<file path="src/rtl/async_fifo_pkg.sv">
// Shared definitions for the async FIFO and its read-side stream adapter.
// Latency: n/a (types, constants and a pure helper function only).
// Backpressure: n/a.
//
// Contents:
//   FIFO_DATA_WIDTH - default word width for both the FIFO and its consumers
//   RD_BUF_DEPTH    - entries in the read-side output buffer
//   occ_t           - occupancy of the read-side buffer (0..RD_BUF_DEPTH)
//   rd_demand()     - words the read side is committed to hold after this edge
package async_fifo_pkg;

    localparam int FIFO_DATA_WIDTH = 8;
    localparam int RD_BUF_DEPTH    = 2;
    localparam int OCC_W           = 2;

    typedef logic [OCC_W-1:0] occ_t;

    // occ + inflight - pop, widened to 3 bits so occ=2, inflight=1 cannot wrap.
    // pop only happens when occ != 0, so the subtraction never underflows.
    function automatic logic [2:0] rd_demand(input occ_t occ, input logic inflight, input logic pop);
        return {1'b0, occ} + {2'b00, inflight} - {2'b00, pop};
    endfunction

endpackage

</file>
<file path="src/rtl/fifo_rd_buf2.sv">
// Two-entry circular buffer holding words returned by the async FIFO.
// Latency: write visible on rdata/occ the cycle after wr; rd advances head at the edge.
// Backpressure: none internally; the caller guarantees no write when full.
//
// Ports:
//   clk, rst  - clock and asynchronous active-high reset
//   wr, wdata - write wdata into the tail entry
//   rd        - retire the head entry
//   rdata     - head entry (zero after reset)
//   occ       - number of valid entries, 0..2
module fifo_rd_buf2
    import async_fifo_pkg::*;
#(
    parameter int DATA_WIDTH = FIFO_DATA_WIDTH
) (
    input  logic                  clk,
    input  logic                  rst,
    input  logic                  wr,
    input  logic [DATA_WIDTH-1:0] wdata,
    input  logic                  rd,
    output logic [DATA_WIDTH-1:0] rdata,
    output occ_t                  occ
);

    logic [DATA_WIDTH-1:0] mem_q [RD_BUF_DEPTH];
    logic                  head_q;
    logic                  tail_q;
    occ_t                  occ_q;
    occ_t                  occ_d;

    // A simultaneous write and read leaves the occupancy unchanged.
    always_comb begin
        occ_d = occ_q;
        case ({wr, rd})
            2'b10:   occ_d = occ_q + 2'd1;
            2'b01:   occ_d = occ_q - 2'd1;
            default: occ_d = occ_q;
        endcase
    end

    always_ff @(posedge clk or posedge rst) begin
        if (rst) begin
            for (int i = 0; i < RD_BUF_DEPTH; i++) begin
                mem_q[i] <= '0;
            end
            head_q <= 1'b0;
            tail_q <= 1'b0;
            occ_q  <= '0;
        end else begin
            if (wr) begin
                mem_q[tail_q] <= wdata;
                tail_q        <= ~tail_q;
            end
            if (rd) begin
                head_q <= ~head_q;
            end
            occ_q <= occ_d;
        end
    end

    assign rdata = mem_q[head_q];
    assign occ   = occ_q;

endmodule

</file>
<file path="src/rtl/fifo_rd_stream.sv">
// Pops the async FIFO read port and re-presents the words as a valid/ready stream.
// Latency: fifo_r_en in cycle N -> fifo_data in N+1 -> m_valid in N+2; 1 word/clk sustained.
// Backpressure: m_ready=0 holds m_valid/m_data; pops stop once buffered+in-flight reaches 2.
//
// Ports:
//   rclk, rrst  - read clock, asynchronous active-high reset
//   fifo_empty  - FIFO empty flag (rclk domain)
//   fifo_data   - FIFO registered data_out, valid the cycle after a pop
//   fifo_r_en   - FIFO pop request (combinational from m_ready, intentionally)
//   m_valid, m_ready, m_data - output stream
//   rd_count    - delivered-word counter, present only with FIFO_RD_CNT_EN defined
module fifo_rd_stream
    import async_fifo_pkg::*;
#(
    parameter int DATA_WIDTH = FIFO_DATA_WIDTH,
    parameter int CNT_WIDTH  = 16
) (
    input  logic                  rclk,
    input  logic                  rrst,
    input  logic                  fifo_empty,
    input  logic [DATA_WIDTH-1:0] fifo_data,
    output logic                  fifo_r_en,
    output logic                  m_valid,
    input  logic                  m_ready,
    output logic [DATA_WIDTH-1:0] m_data
`ifdef FIFO_RD_CNT_EN
    ,
    output logic [CNT_WIDTH-1:0]  rd_count
`endif
);

    logic       inflight_q;
    logic       inflight_d;
    logic       pop;
    occ_t       buf_occ;
    logic [2:0] demand;

    assign pop    = m_valid & m_ready;
    assign demand = rd_demand(buf_occ, inflight_q, pop);

    // Requesting only while committed words stay below 2 keeps
    // occ + inflight <= 2, so the buffer can never overflow.
    assign fifo_r_en  = !rrst && !fifo_empty && (demand < 3'd2);
    assign inflight_d = fifo_r_en;

    always_ff @(posedge rclk or posedge rrst) begin
        if (rrst) begin
            inflight_q <= 1'b0;
        end else begin
            inflight_q <= inflight_d;
        end
    end

    // The in-flight word is captured even if the FIFO has gone empty since.
    fifo_rd_buf2 #(
        .DATA_WIDTH (DATA_WIDTH)
    ) u_buf (
        .clk   (rclk),
        .rst   (rrst),
        .wr    (inflight_q),
        .wdata (fifo_data),
        .rd    (pop),
        .rdata (m_data),
        .occ   (buf_occ)
    );

    assign m_valid = (buf_occ != '0);

`ifdef FIFO_RD_CNT_EN
    logic [CNT_WIDTH-1:0] rd_count_q;
    logic [CNT_WIDTH-1:0] rd_count_d;

    // Wraps naturally at 2^CNT_WIDTH.
    always_comb begin
        rd_count_d = rd_count_q;
        if (pop) begin
            rd_count_d = rd_count_q + CNT_WIDTH'(1);
        end
    end

    always_ff @(posedge rclk or posedge rrst) begin
        if (rrst) begin
            rd_count_q <= '0;
        end else begin
            rd_count_q <= rd_count_d;
        end
    end

    assign rd_count = rd_count_q;
`else
    localparam int unused_cnt_width = CNT_WIDTH;
`endif

endmodule

</file>
<file path="config.mk">
export PLATFORM = sky130hd
export DESIGN_NAME = fifo_rd_stream
export DESIGN_NICKNAME = d
export VERILOG_FILES = /design/src/rtl/async_fifo_pkg.sv /design/src/rtl/fifo_rd_buf2.sv /design/src/rtl/fifo_rd_stream.sv
export SDC_FILE = /design/constraint.sdc
export NUM_CORES = 1
export LEC_CHECK = 0
export BUFFER_PORTS_ARGS = -buffer_cell sky130_fd_sc_hd__buf_2
export CAP_MARGIN = 40
export CORE_ASPECT_RATIO = 0.9
export CORE_MARGIN = 8
export CORE_UTILIZATION = 31
export DETAILED_ROUTE_END_ITERATION = 6
export HOLD_SLACK_MARGIN = 0.02
export SYNTH_ARGS = -nofsm -noshare
export SYNTH_HDL_FRONTEND = slang
export SYNTH_SLANG_ARGS = --single-unit
export TNS_END_PERCENT = 50
</file>
<file path="constraint.sdc">
create_clock -name rclk -period 1.6 [get_ports rclk]
set_clock_uncertainty 0.15 [all_clocks]
set_input_delay 0.08 -clock rclk [delete_from_list [all_inputs] [get_ports rclk]]
set_output_delay 0.08 -clock rclk [all_outputs]
set_load 0.01 [all_outputs]
</file>
==> metrics.txt, run 1 <==
# H-tree levels=1; final cell utilization of the core=between 40 and 50%; Final Wtd Congestion=around 0.62; die width=roughly 76 um; Non-Filler Instances=153; RSZ-0062 raised after global routing=yes; Netlist cell types=21; DR WL/cell=between 10 and 15 um; CTS buffer count=3; worst setup path class=flop to output port; clock power share=between 10% and 20%; worst r2r src=u_buf.occ[0]$_DFFE_PP0P_; register bit count reported by yosys=21; total track usage=~7.9%; Top Ports=22; CP startpoint kind=flop; Post-synth top cells=dfrtp_1, mux2_2, mux2_4; Final #Nets=125; die area=5320 um2; clk sinks=21; Hold WS=approximately 0.14 ns; top-count cell post-synth=dfrtp_1; Worst setup EP type=output port; antenna cells=0; Port Buf Inserts=21; share of total power in sequential cells=between 30% and 40%; critical path arrival=roughly 2 ns; Hold Path End=u_buf.occ[1]$_DFFE_PP0P_; Slew HR=81.1%; failing checks=setup timing; Synth Warn #=0; Int Pwr=1.66 mW; Avg Cell Area, Syn=14.8 um2; Via Count=about 680; Hold Path Origin=m_ready; routed vias/inst=between 4 and 5; Post-Syn Instances=between 60 and 70; TritonCTS clock tree=yes; Final Cycle Share=139%; Reg clk slew, reported paths=approximately 0.12 ns; 1st-iter DRT viols=10; RR Endpoint=inflight_q$_DFF_PP0_; DRT Pass-1 Iters=2; Fin Setup TNS=-0.907 ns; share of layout cells above drive strength 1=just over 60%; top_reg_cell synth=dfrtp_1; CP Data Required Time=between 1 and 1.5 ns; pin count of the biggest net entering global routing=22; vias in the first global route=around 730; DP Wirelength=about 1400 um; measured slew at the worst slew-check pin=0.283 ns; GRT overflow=0; Pwr Density=roughly 1700 nW/um2; Die H=70.0 um; Fmax achieved=0.449 GHz; initial antenna violation count=0; Comb pwr share=between 50% and 60%; layout overhead on the synthesized area=39.8%; Max clock buf depth=2; Post-DRT Antenna Nets=0; top cell type's share of synthesized area=52.4%; final count of hold timing violations=0; Yosys top cell by area=dfrtp_1; CTS root buffer=clkbuf_4; ys async rst share=between 90% and 100%; row count=19; cell count after placement=133; Initial Utilization=roughly 33%; final wirelength=between 2000 and 2500 um; Reg2Reg Depth=6; Core Area=3070 um2; switching share of power=31.2%; Synth Net Count=between 80 and 90; Seq/Total Area, Yosys=52.4%; leakage=about 0.67 nW; Max-Cap Viols=0; Min Clock Period, post-route=2.23 ns; outcome=finished, violations left; final worst setup slack=-0.625 ns; first-pass GRT wire length=approximately 3400 um; Cell Area, Synth=around 1000 um2; reg2reg setup slack=-0.26 ns; Clk Latency, worst-skew pair=around 0.3 ns; peak supply drop=roughly 980 uV; DRC Markers=0; Hold Crit Class=input port to flop; critical path peak fanout=3; Max Slew Vio Count=0; EDFF count, synth=0; dominant cells by area after synthesis=dfrtp_1, mux2_2, mux2_4; Hold Crit Depth=5; NetSw=~760 uW; Final Setup Violations=5
## routing by layer
layer | wire, um | vias up | part of all wire (%) | global-route usage [%]
met1 | 911 | 343 | 43 | 8.45
met5 | 0 | - | 0 | 0
li1 | - | 318 | - | -
met2 | 1130 | 16 | 53 | 14.5
met3 | 95 | 0 | 4.5 | 3.45
met4 | 0 | 0 | 0 | 0.652
## cell usage in the layout, fill, tap and decap left out, types with 2 or more instances in the layout
cell type / count
nand2_1: 2
nor2_1: 2
mux2_4: 11
clkbuf_4: 3
dfrtp_1: 19
xnor2_1: 2
xor2_1: 2
buf_6: 5
buf_4: 9
dfrtp_2: 2
dlygate4sd3_1: 11
mux2_2: 13
buf_2: 17
## repair_timing
action                                 in CTS  in global routing
endpoints found under the hold margin      39                  0
setup endpoints to repair                  10                 11
setup buffers                               2                  3
pin swaps                                   1                  0
hold buffers                               11                  0
gates resized for setup                     2                 10
gates cloned                                0                  0
## worst max-delay path, stage by stage (launching register included)
cell and delay [ns]:
dfrtp_1 0.40, and3b_2 0.28, o21ai_2 0.07, fa_2 0.33
xor2_1 0.15, nor4b_2 0.27, buf_2 0.18
## metrics by stage
| step | setup WS, ns | power, mW | area [um2] |
|---|---|---|---|
| 2_1_floorplan | -0.284 | 1.64 | 1010 |
| 3_3_place_gp | -0.292 | 1.91 | 1180 |
| 3_5_place_dp | -0.373 | 1.95 | 1180 |
| 4_1_cts | -0.673 | 2.26 | 1340 |
| 5_1_grt | -0.732 | 2.59 | 1400 |
| 6_report | -0.625 | 2.42 | 1400 |
## layout make-up
type	count	area, um2
fill	298	1660
sequential	21	528
multi-input combinational	43	472
timing repair buffer	42	319
tap	42	52.6
clock buffer	3	22.5
clock inverter	1	5.00
inverter	1	3.75
## how the worst max path moves through the flow
| stage | from | to | slack [ns] | cells after the start |
|---|---|---|---|---|
| 2_1_floorplan | u_buf.occ[1]$_DFFE_PP0P_ | inflight_q$_DFF_PP0_ | -0.28 | 5 |
| 6_report | u_buf.occ[0]$_DFFE_PP0P_ | fifo_r_en | -0.63 | 6 |
| 5_1_grt | u_buf.occ[0]$_DFFE_PP0P_ | fifo_r_en | -0.73 | 6 |
| 3_5_place_dp | u_buf.occ[0]$_DFFE_PP0P_ | fifo_r_en | -0.37 | 6 |
| 4_1_cts | u_buf.occ[0]$_DFFE_PP0P_ | fifo_r_en | -0.67 | 6 |
| 3_3_place_gp | u_buf.occ[0]$_DFFE_PP0P_ | fifo_r_en | -0.29 | 6 |
## flip-flops by register name, summed over array words and instances, names as in the netlist
| register | count |
|---|---|
| u_buf.occ | 2 |
| u_buf.tail_q | 1 |
| u_buf.mem_q | 16 |
| inflight_q | 1 |
| u_buf.head_q | 1 |
## logic make-up (layout without fill, tap and decap cells)
group           Yosys count  count (layout)  synth area share [%]
simple gates             11              11                  7.11
flops                    21              21                  52.4
mux                      25              25                  30.9
fa+ha+maj                 1               1                  2.00
buf+inv                   4              47                  3.12
xor+xnor                  4               4                  3.49
compound gates            2               2                 0.997
## power by group through the flow
stage | Clock (mW) | Sequential [mW] | Combinational [mW]
6_report | 0.258 | 0.943 | 1.22
3_3_place_gp | 0 | 0.943 | 0.963
2_1_floorplan | 0 | 0.881 | 0.763
4_1_cts | 0.273 | 0.953 | 1.03
3_5_place_dp | 0 | 0.963 | 0.983
5_1_grt | 0.304 | 0.971 | 1.32
Note: power is estimated with default switching activity, not from simulation.
==> run 2: changes to the inputs <==
--- a/config.mk
+++ b/config.mk
@@ -13,6 +13,7 @@
 export DETAILED_ROUTE_END_ITERATION = 6
 export HOLD_SLACK_MARGIN = 0.02
+export REMOVE_ABC_BUFFERS = 1
 export SYNTH_ARGS = -nofsm -noshare
 export SYNTH_HDL_FRONTEND = slang
 export SYNTH_SLANG_ARGS = --single-unit
-export TNS_END_PERCENT = 50
+export TNS_END_PERCENT = 20
==> constraint.sdc (replaced) <==
create_clock -name rclk -period 1.6 [get_ports rclk]
set_clock_uncertainty 0.15 [all_clocks]
set_input_delay 0.16 -clock rclk [delete_from_list [all_inputs] [get_ports rclk]]
set_output_delay 0.16 -clock rclk [all_outputs]
set_load 0.01 [all_outputs]
==> run 2 against run 1 <==
Net effect: the run still ends with setup timing left; final cell count fell by 2.6%; core utilization decreased by 1.8 points; die area stayed put; wire length decreased by 1.7%; maximum frequency is 2.7% lower.
==> metrics.txt, run 2 (synthesized netlist as in run 1, its figures left out) <==
Fmax achieved=0.437 GHz; Core Area=between 3000 and 4000 um2; fillers=287; final count of hold timing violations=0; commonest cells after routing, fill and taps aside=dfrtp_1, buf_2, mux2_2; failing checks=setup timing; Final Setup Violations=11; CP Data Required Time=between 1 and 1.5 ns; clk sinks=21; share of layout cells above drive strength 1=approximately 60%; layout overhead on the synthesized area=34.4%; Final #Nets=~120; DP Wirelength=around 1400 um; vias in the first global route=between 700 and 800; Port Buf Inserts=21; Max clock buf depth=2; routed vias/inst=4.34; total track usage=between 8 and 9%; # H-tree levels=1; Placed Area=around 1200 um2; Final Cycle Share=143%; DRT Pass-1 Iters=4; GRT met3 Usage=4.09%; met2 usage=between 10% and 20%; antenna cells=0; Max-Cap Viols=0; Final Wtd Congestion=between 0.6 and 0.7; RR Endpoint=inflight_q$_DFF_PP0_; RSZ-0062 raised after global routing=yes; Via Count=646; Worst setup EP type=output port; DRC Markers=0; Reg clk slew, reported paths=~0.12 ns; commonest non-fill, non-tap cell in the layout=dfrtp_1; pin count of the biggest net entering global routing=22; Hold Path End=u_buf.head_q$_DFFE_PP0P_; critical path peak fanout=4; Hold Path Origin=m_ready; final wirelength=approximately 2100 um; Slew HR=between 80% and 90%; worst r2r src=u_buf.occ[0]$_DFFE_PP0P_; reg2reg setup slack=-0.13 ns; peak supply drop=771 uV; final worst setup slack=-0.687 ns; GRT overflow=0; initial antenna violation count=0; Clk Latency, worst-skew pair=approximately 0.30 ns; Pwr Density=between 1500 and 2000 nW/um2; max reg flops=16; DR WL/cell=about 14 um; Hold Crit Class=input port to flop; first-pass GRT wire length=3590 um; design area=roughly 1300 um2; CTS root buffer=clkbuf_4; Biggest register=u_buf.mem_q; Initial Utilization=about a third; Hold WS=about 0.097 ns; Min Clock Period, post-route=~2.3 ns; measured slew at the worst slew-check pin=between 0.2 and 0.3 ns; Top Usage Layer GRT=met2; Reg2Reg Depth=5; row count=19; final cell utilization of the core=approximately 44%; critical path arrival=just under 2 ns; worst setup path class=flop to output port; TritonCTS clock tree=yes; Die H=between 60 and 70 um; Max Slew Vio Count=0; die width=76.0 um; die area=around 5300 um2; met1 usage=9.20%; CTS buffer count=3; Top Ports=22; Hold Crit Depth=4; leakage=approximately 0.64 nW; outcome=finished, violations left; 1st-iter DRT viols=7; Post-DRT Antenna Nets=0; CP startpoint kind=flop
[run 2: cell count changes in the layout (fill, tap and decap cells not counted), sizes merged]
cell and delta:
buf -3, dlygate4sd3 -1
[run 2: per-stage QoR]
stage / TNS [ns] / power (mW) / worst slack [ns] / cells
floorplan: -1.06 / 1.61 / -0.539 / 65
global placement: -0.603 / 1.90 / -0.419 / 134
detailed placement: -0.756 / 1.94 / -0.493 / 134
CTS: -1.63 / 2.27 / -0.731 / 149
global route: -2.27 / 2.44 / -0.837 / 149
finish: -1.30 / 2.27 / -0.687 / 149
[run 2: area by class of cell]
class | instances | area [um2] | share of cell area, %
sequential | 21 | 527 | 39.1
multi-input combinational | 43 | 464 | 34.4
timing repair buffer | 38 | 274 | 20.3
tap | 42 | 52.6 | 3.90
clock buffer | 3 | 22.5 | 1.67
clock inverter | 1 | 5.00 | 0.371
inverter | 1 | 3.75 | 0.278
[run 2: routing by layer]
layer	wire length [um]	vias to the layer above
met4	17	0
met3	158	5
met1	965	307
li1	-	313
met5	0	-
met2	955	21
[run 2: worst max-delay path by stage]
stage	from	to	slack, ns	depth (start not counted)
global placement	u_buf.occ[0]$_DFFE_PP0P_	fifo_r_en	-0.42	6
finish	u_buf.occ[0]$_DFFE_PP0P_	fifo_r_en	-0.69	6
detailed placement	u_buf.occ[0]$_DFFE_PP0P_	fifo_r_en	-0.49	6
floorplan	u_buf.occ[1]$_DFFE_PP0P_	inflight_q$_DFF_PP0_	-0.54	5
CTS	u_buf.occ[0]$_DFFE_PP0P_	fifo_r_en	-0.73	6
global route	u_buf.occ[0]$_DFFE_PP0P_	fifo_r_en	-0.84	6
[run 2: timing repair]
item                                    CTS  global route
endpoints found under the setup margin   11            11
endpoints found under the hold margin    38             0
hold buffers                             10             0
pin swaps                                 2             1
buffers inserted                          1             0
cloned                                    0             0
gates resized for setup                   8             2
[run 2: critical path, stage by stage (launching register included)]
cell and delay, ns:
dfrtp_1 0.41, and3b_2 0.28, o21ai_2 0.07, fa_2 0.33, xor2_1 0.15, nor4b_2 0.24
buf_2 0.18
[run 2: where the power goes]
| group | total (mW) | internal, mW | switching [mW] |
|---|---|---|---|
| Clock | 0.256 | 0.0933 | 0.162 |
| Sequential | 0.964 | 0.782 | 0.182 |
| Combinational | 1.05 | 0.671 | 0.384 |
| Total | 2.27 | 1.55 | 0.728 |
